**config.mk**
```make
export PLATFORM = sky130hd
export DESIGN_NAME = nbc_seq_classifier
export DESIGN_NICKNAME = d
export VERILOG_FILES = /design/src/rtl/nbc_pkg.sv /design/src/rtl/nbc_argmin.sv /design/src/rtl/nbc_seq_classifier.sv
export SDC_FILE = /design/constraint.sdc
export NUM_CORES = 2
export LEC_CHECK = 0
export ABC_AREA = 1
export BUFFER_PORTS_ARGS = -buffer_cell sky130_fd_sc_hd__buf_4
export CORE_MARGIN = 2
export CORE_UTILIZATION = 45
export DETAILED_ROUTE_END_ITERATION = 8
export HOLD_SLACK_MARGIN = 0.15
export PLACE_DENSITY = 0.67
export SLEW_MARGIN = 40
export SYNTH_ARGS = -nofsm -noshare
export SYNTH_HDL_FRONTEND = slang
export SYNTH_SLANG_ARGS = --single-unit
```
**constraint.sdc**
```tcl
create_clock -name clk -period 6.6 [get_ports clk]
set_input_delay 0.33 -clock clk [delete_from_list [all_inputs] [get_ports clk]]
set_output_delay 0.33 -clock clk [all_outputs]
set_load 0.05 [all_outputs]
```
**src/rtl/nbc_pkg.sv**
```systemverilog
// Shared types and width helpers for the sequential naive Bayes classifier.
package nbc_pkg;

  localparam int DEF_N_FEAT  = 784;
  localparam int DEF_N_CLASS = 10;
  localparam int DEF_PROB_W  = 10;

  typedef enum logic [1:0] {
    IDLE  = 2'd0,
    RUN   = 2'd1,
    DRAIN = 2'd2,
    DONE  = 2'd3
  } state_t;

  function automatic int row_of(input int n_feat);
    return 2 * n_feat + 1;
  endfunction

  // The sum of n_feat+1 words of prob_w bits always fits, so no saturation is needed.
  function automatic int acc_w_of(input int n_feat, input int prob_w);
    return prob_w + $clog2(n_feat + 1);
  endfunction

  function automatic int addr_w_of(input int n_feat, input int n_class);
    return $clog2(n_class * (2 * n_feat + 1));
  endfunction

endpackage

```
**src/rtl/nbc_argmin.sv**
```systemverilog
// Streaming arg-min over per-class scores; with NBC_SCORE_OUT_EN it also tracks the runner-up.
module nbc_argmin
  import nbc_pkg::*;
#(
  parameter int ACC_W = 20,
  parameter int LBL_W = 4
) (
  input  logic             clk,
  input  logic             rstn,
  input  logic             clr,
  input  logic             vld,
  input  logic             first,
  input  logic [ACC_W-1:0] score,
  input  logic [LBL_W-1:0] idx,
  output logic [LBL_W-1:0] best_idx_nx,
  output logic [ACC_W-1:0] best_score_nx
`ifdef NBC_SCORE_OUT_EN
  ,
  output logic [ACC_W-1:0] margin_nx
`endif
);

  logic [ACC_W-1:0] best_q;
  logic [LBL_W-1:0] idx_q;

  // Strictly-less keeps the lower index on ties.
  always_comb begin
    best_score_nx = best_q;
    best_idx_nx   = idx_q;
    if (vld && (first || score < best_q)) begin
      best_score_nx = score;
      best_idx_nx   = idx;
    end
  end

  always_ff @(posedge clk or negedge rstn) begin
    if (!rstn) begin
      best_q <= '0;
      idx_q  <= '0;
    end else if (clr) begin
      best_q <= '0;
      idx_q  <= '0;
    end else begin
      best_q <= best_score_nx;
      idx_q  <= best_idx_nx;
    end
  end

`ifdef NBC_SCORE_OUT_EN
  logic [ACC_W-1:0] sec_q, sec_nx;

  // All-ones exceeds any reachable total, so it is a safe "no runner-up yet" marker.
  always_comb begin
    sec_nx = sec_q;
    if (vld) begin
      if (first)              sec_nx = '1;
      else if (score < best_q) sec_nx = best_q;
      else if (score < sec_q)  sec_nx = score;
    end
    margin_nx = sec_nx - best_score_nx;
  end

  always_ff @(posedge clk or negedge rstn) begin
    if (!rstn)    sec_q <= '0;
    else if (clr) sec_q <= '0;
    else          sec_q <= sec_nx;
  end
`endif

endmodule

```
**src/rtl/nbc_seq_classifier.sv**
```systemverilog
// Sequential naive Bayes classifier: streams ROM costs per class and reports the arg-min class.
// Optional NBC_SCORE_OUT_EN adds best_score and margin outputs.
module nbc_seq_classifier
  import nbc_pkg::*;
#(
  parameter  int N_FEAT  = DEF_N_FEAT,
  parameter  int N_CLASS = DEF_N_CLASS,
  parameter  int PROB_W  = DEF_PROB_W,
  localparam int ROW     = row_of(N_FEAT),
  localparam int ADDR_W  = addr_w_of(N_FEAT, N_CLASS),
  localparam int ACC_W   = acc_w_of(N_FEAT, PROB_W),
  localparam int LBL_W   = $clog2(N_CLASS)
) (
  input  logic              clk,
  input  logic              rstn,
  input  logic              start,
  input  logic [N_FEAT-1:0] test_vector,
  output logic              busy,
  output logic              rom_en,
  output logic [ADDR_W-1:0] rom_addr,
  input  logic [PROB_W-1:0] rom_dout,
  output logic              label_valid,
  output logic [LBL_W-1:0]  label
`ifdef NBC_SCORE_OUT_EN
  ,
  output logic [ACC_W-1:0]  best_score,
  output logic [ACC_W-1:0]  margin
`endif
);

  localparam int FEAT_W = $clog2(N_FEAT + 1);

  state_t              state;
  logic [N_FEAT-1:0]   vec_q;
  logic [FEAT_W-1:0]   feat, feat_nx;
  logic [LBL_W-1:0]    cls;
  logic [ADDR_W-1:0]   base, nx_addr;
  logic                last_feat, last_cls;
  logic                tag_vld, tag_first, tag_last;
  logic [LBL_W-1:0]    tag_cls;
  logic [ACC_W-1:0]    acc, sum;
  logic [LBL_W-1:0]    best_idx_nx;
  logic [ACC_W-1:0]    best_score_nx;
`ifdef NBC_SCORE_OUT_EN
  logic [ACC_W-1:0]    margin_nx;
`endif

  // feat == N_FEAT denotes the prior read that closes a class.
  always_comb begin
    last_feat = (feat == FEAT_W'(N_FEAT));
    last_cls  = (cls == LBL_W'(N_CLASS - 1));
    feat_nx   = feat + FEAT_W'(1);
    if (last_feat)
      nx_addr = base + ADDR_W'(ROW) + ADDR_W'(vec_q[0]);
    else if (feat_nx == FEAT_W'(N_FEAT))
      nx_addr = base + ADDR_W'(2 * N_FEAT);
    else
      nx_addr = base + (ADDR_W'(feat_nx) << 1) + ADDR_W'(vec_q[feat_nx]);
  end

  assign sum = (tag_first ? '0 : acc) + ACC_W'(rom_dout);

  nbc_argmin #(.ACC_W(ACC_W), .LBL_W(LBL_W)) u_argmin (
    .clk          (clk),
    .rstn         (rstn),
    .clr          (state == IDLE && start),
    .vld          (tag_vld && tag_last),
    .first        (tag_cls == '0),
    .score        (sum),
    .idx          (tag_cls),
    .best_idx_nx  (best_idx_nx),
    .best_score_nx(best_score_nx)
`ifdef NBC_SCORE_OUT_EN
    ,
    .margin_nx    (margin_nx)
`endif
  );

  always_ff @(posedge clk or negedge rstn) begin
    if (!rstn) begin
      state       <= IDLE;
      vec_q       <= '0;
      feat        <= '0;
      cls         <= '0;
      base        <= '0;
      acc         <= '0;
      tag_vld     <= 1'b0;
      tag_first   <= 1'b0;
      tag_last    <= 1'b0;
      tag_cls     <= '0;
      busy        <= 1'b0;
      rom_en      <= 1'b0;
      rom_addr    <= '0;
      label_valid <= 1'b0;
      label       <= '0;
`ifdef NBC_SCORE_OUT_EN
      best_score  <= '0;
      margin      <= '0;
`endif
    end else begin
      // Tags describe the read issued this cycle; they line up with rom_dout next cycle.
      tag_vld   <= rom_en;
      tag_first <= (feat == '0);
      tag_last  <= last_feat;
      tag_cls   <= cls;
      if (tag_vld) acc <= sum;
      case (state)
        IDLE: begin
          label_valid <= 1'b0;
          if (start) begin
            vec_q    <= test_vector;
            feat     <= '0;
            cls      <= '0;
            base     <= '0;
            acc      <= '0;
            rom_en   <= 1'b1;
            rom_addr <= ADDR_W'(test_vector[0]);
            busy     <= 1'b1;
            state    <= RUN;
          end
        end
        RUN: begin
          if (last_feat && last_cls) begin
            rom_en <= 1'b0;
            state  <= DRAIN;
          end else begin
            rom_addr <= nx_addr;
            if (last_feat) begin
              feat <= '0;
              cls  <= cls + LBL_W'(1);
              base <= base + ADDR_W'(ROW);
            end else begin
              feat <= feat_nx;
            end
          end
        end
        DRAIN: begin
          // Final class is compared this cycle, so take the arg-min's next value.
          label       <= best_idx_nx;
          label_valid <= 1'b1;
          busy        <= 1'b0;
`ifdef NBC_SCORE_OUT_EN
          best_score  <= best_score_nx;
          margin      <= margin_nx;
`endif
          state       <= DONE;
        end
        DONE: begin
          label_valid <= 1'b0;
          state       <= IDLE;
        end
        default: state <= IDLE;
      endcase
    end
  end

endmodule

```
==> flow_metrics.env <==
export IMPL_status="completed"
export IMPL_yosys_warnings=0
export IMPL_ant_nets=0
export IMPL_clock_latency_ns=0.68
export IMPL_path_buf_inv=3
export IMPL_routed_via_density=5.42
export IMPL_clockPowerShare=0.203
export IMPL_grt_pass1_wl_um=266000
export IMPL_vias=46402
export IMPL_drtIter0Drc=5365
export IMPL_min_path_type="in -> reg"
export IMPL_fillCellCount=7735
export IMPL_power_share_sequential=0.333
export IMPL_dp_hpwl_um=106000
export IMPL_track_usage=0.346
export IMPL_arrival_ns=5.89
export IMPL_gp_congestion=0.890
export IMPL_synth_cells=5789
export IMPL_antenna_found_initial=16
export IMPL_final_area_um2=61900
export IMPL_grt_use_met3=0.0663
export IMPL_die_h_um=315
export IMPL_regArea_um2=22200
export IMPL_grt_start_max_net_pins=210
export IMPL_setup_tns_ns=0
export IMPL_htree_levels=3
export IMPL_drc=0
export IMPL_fp_dieW_um=315
export IMPL_wl_per_cell_um=20.4
export IMPL_num_nets_final=8045
export IMPL_dpl_cell_count=7576
export IMPL_fmax_ghz=0.188
export IMPL_grt_util_met2=0.549
export IMPL_cp_slowest_cell="dfrtp_4"
export IMPL_maxSlewViolCount=0
export IMPL_grt_pass1_vias=46457
export IMPL_ys_ff_latch=886
export IMPL_io_pin_count=818
export IMPL_critPathCaptureType="register"
export IMPL_yosysSeqAreaShare=0.510
export IMPL_numCtsBuffers=99
export IMPL_syn_nets=6641
export IMPL_cts_root_buffer="clkbuf_16"
export IMPL_synth_ff_type="dfrtp_1"
export IMPL_p_int_mw=15.5
export IMPL_port_buffers=817
export IMPL_hold_viol=0
export IMPL_crit_path_start_kind="register"
export IMPL_synth_avg_cell_area_um2=7.52
export IMPL_finalSetupViolCount=0
export IMPL_period_minus_slack_ns=5.32
export IMPL_cts_buffer_depth=3
export IMPL_overflow=0
export IMPL_num_rows=114
export IMPL_combPwrFrac=0.464
export IMPL_syn_area_um2=43500
export IMPL_final_common_cell="nand2_1"
export IMPL_worstPathMaxFanout=89
export IMPL_firstDrtPassIters=8
export IMPL_power_density_nw_per_um2=445
export IMPL_slowest_delay_ns=0.81
export IMPL_cp_common_cell="nand3_1"
export IMPL_final_layout_size_suffix_gt1_frac=0.146
export IMPL_routed_wl_um=174000
export IMPL_p_sw_mw=12.1
export IMPL_die_area_um2=99200
export IMPL_cap_violations=0
export IMPL_area_delta_synth_final_pct=42.3
export IMPL_busiest_layer="met2"
export IMPL_fin_crit_sh=0.806
export IMPL_synth_edf_count=0
export IMPL_synth_distinct_cells=45
export IMPL_worst_slew_pin_slew_ns=0.885
export IMPL_use_met1=0.444
export IMPL_p_leak_nw=31.1
export IMPL_slew_headroom=0.410
export IMPL_required_ns=7.18
export IMPL_cts_tree="done"
export IMPL_crit_family="simple AND/OR/NAND/NOR gates"
export IMPL_place_area_um2=50700
export IMPL_cts_num_sinks=886
export IMPL_core_um2=96300
export IMPL_irDropWorstVdd_mv=0.362
export IMPL_layout_common_cells="nand2_1 (2,281), dfrtp_1 (884), buf_4 (838)"
export IMPL_worstSetupPathType="reg -> reg"
export IMPL_final_cells=8554
export IMPL_rsz0062_at_grt="no"
export IMPL_initial_core_util=0.452
export IMPL_async_reset_ff_frac=1.00
export IMPL_p_sw_frac=0.439
export IMPL_finClkSkew_ns=0.0193
export IMPL_multi_input_area_um2=18400
export IMPL_post_cts_buffers=0
export IMPL_cts_clk_slew_worst_paths_ns=0.06
## power by group through the flow
stage	clock network [mW]	registers [mW]	logic [mW]
final	5.59	9.18	12.8
after global routing	5.88	9.41	14.3
after CTS	5.65	9.09	12.6
after detailed placement	0	9.17	12.1
after global placement	0	9.12	11.9
after floorplan	0	8.83	8.22
## cell usage after synthesis, types with 2 or more instances
library cell | number | share of area
o22ai_1 | 34 | 0.0049
nand3_1 | 450 | 0.052
and3_1 | 2 | 0.00029
buf_1 | 35 | 0.0030
xor2_1 | 39 | 0.0079
inv_1 | 391 | 0.034
or2_2 | 9 | 0.0013
ha_1 | 53 | 0.015
clkinv_1 | 3 | 0.00026
nor2_1 | 374 | 0.032
clkbuf_1 | 249 | 0.021
nor2_2 | 3 | 0.00043
nand2_1 | 2282 | 0.20
inv_2 | 13 | 0.0011
buf_4 | 3 | 0.00052
nand4_1 | 13 | 0.0019
o221ai_1 | 4 | 0.00081
fa_1 | 2 | 0.00092
o21ai_1 | 8 | 0.00092
a21oi_1 | 131 | 0.015
buf_2 | 70 | 0.0081
xor2_2 | 2 | 0.00075
o211ai_1 | 72 | 0.012
nor3_2 | 2 | 0.00046
o21ai_0 | 626 | 0.072
nor3_1 | 7 | 0.00081
dfrtp_1 | 886 | 0.51
xnor2_1 | 8 | 0.0016
nor4_1 | 2 | 0.00029
## state kept, by name, indices dropped and copies added (netlist names), 2 cells and up
signal and cells:
acc 20, base 14, cls 4, feat 10, label 4, rom_addr 14
state 2, tag_cls 4, u_argmin.best_q 20, u_argmin.idx_q 4, vec_q 784
## metrics by stage
stage | power [mW] | hold WS [ns] | util | worst slack, ns
4_1_cts | 27.3 | 0.170 | 0.642 | 1.26
3_3_place_gp | 21.0 | 0.393 | 0.525 | 1.15
3_5_place_dp | 21.2 | 0.277 | 0.526 | 1.29
5_1_grt | 29.6 | 0.244 | 0.643 | 0.798
2_1_floorplan | 17.1 | 0.0344 | - | 1.98
6_report | 27.6 | 0.230 | 0.643 | 1.28
## layer usage
metal | share of wire | vias up
met1 | 0.40 | 22174
li1 | - | 21178
met5 | 0.000075 | -
met2 | 0.46 | 2497
met4 | 0.061 | 2
met3 | 0.082 | 551
## cell families (layout without fill, tap and decap cells)
family                     count (synthesis)  after routing  share of synthesized area
AOI/OAI and AO/OA                        882            882                      0.107
xor gates and xnor gates                  50             50                     0.0106
adders and majority gates                 55             55                     0.0162
buffers and inverters                    765           2239                     0.0684
DFF                                      886            886                      0.510
muxes                                      2              2                   0.000489
other                                      0             15                          0
and+or+nand+nor                         3149           3149                      0.287
## worst reg2reg max path, delay by kind of cell, from the launching register on
family                     cells  cell delay (ns)
buffers and inverters          3             1.02
and+or+nand+nor               18             1.83
xor gates and xnor gates       1             0.14
DFF                            1             0.81
AOI/OAI and AO/OA              4             0.48
adders and majority gates      3             0.91
## final timing paths
kind,slack (ns),startpoint,cells past startpoint,to
worst min register to register,0.43,cls[3],0,tag_cls[3]
max in group asynchronous,4.16,rstn,6,vec_q[240]
worst max-delay path,1.28,feat[0],29,rom_addr[12]
worst min-delay path,0.23,rom_dout[2],5,acc[2]
min in group asynchronous,0.69,rstn,3,vec_q[714]
worst max register to register,1.28,feat[0],29,rom_addr[12]
## repair_timing
item	CTS	global route
gates resized for setup	0	0
hold endpoints to repair	1045	0
hold buffers	790	0
## cell type report
class,count,share of cell area
sequential,886,0.358
multi-input combinational,4138,0.298
timing repair buffer,1661,0.240
clock buffer,144,0.0464
tap,1276,0.0258
inverter,407,0.0251
clock inverter,27,0.00582
antenna,15,0.000606
(Power assumes the default switching activity.)
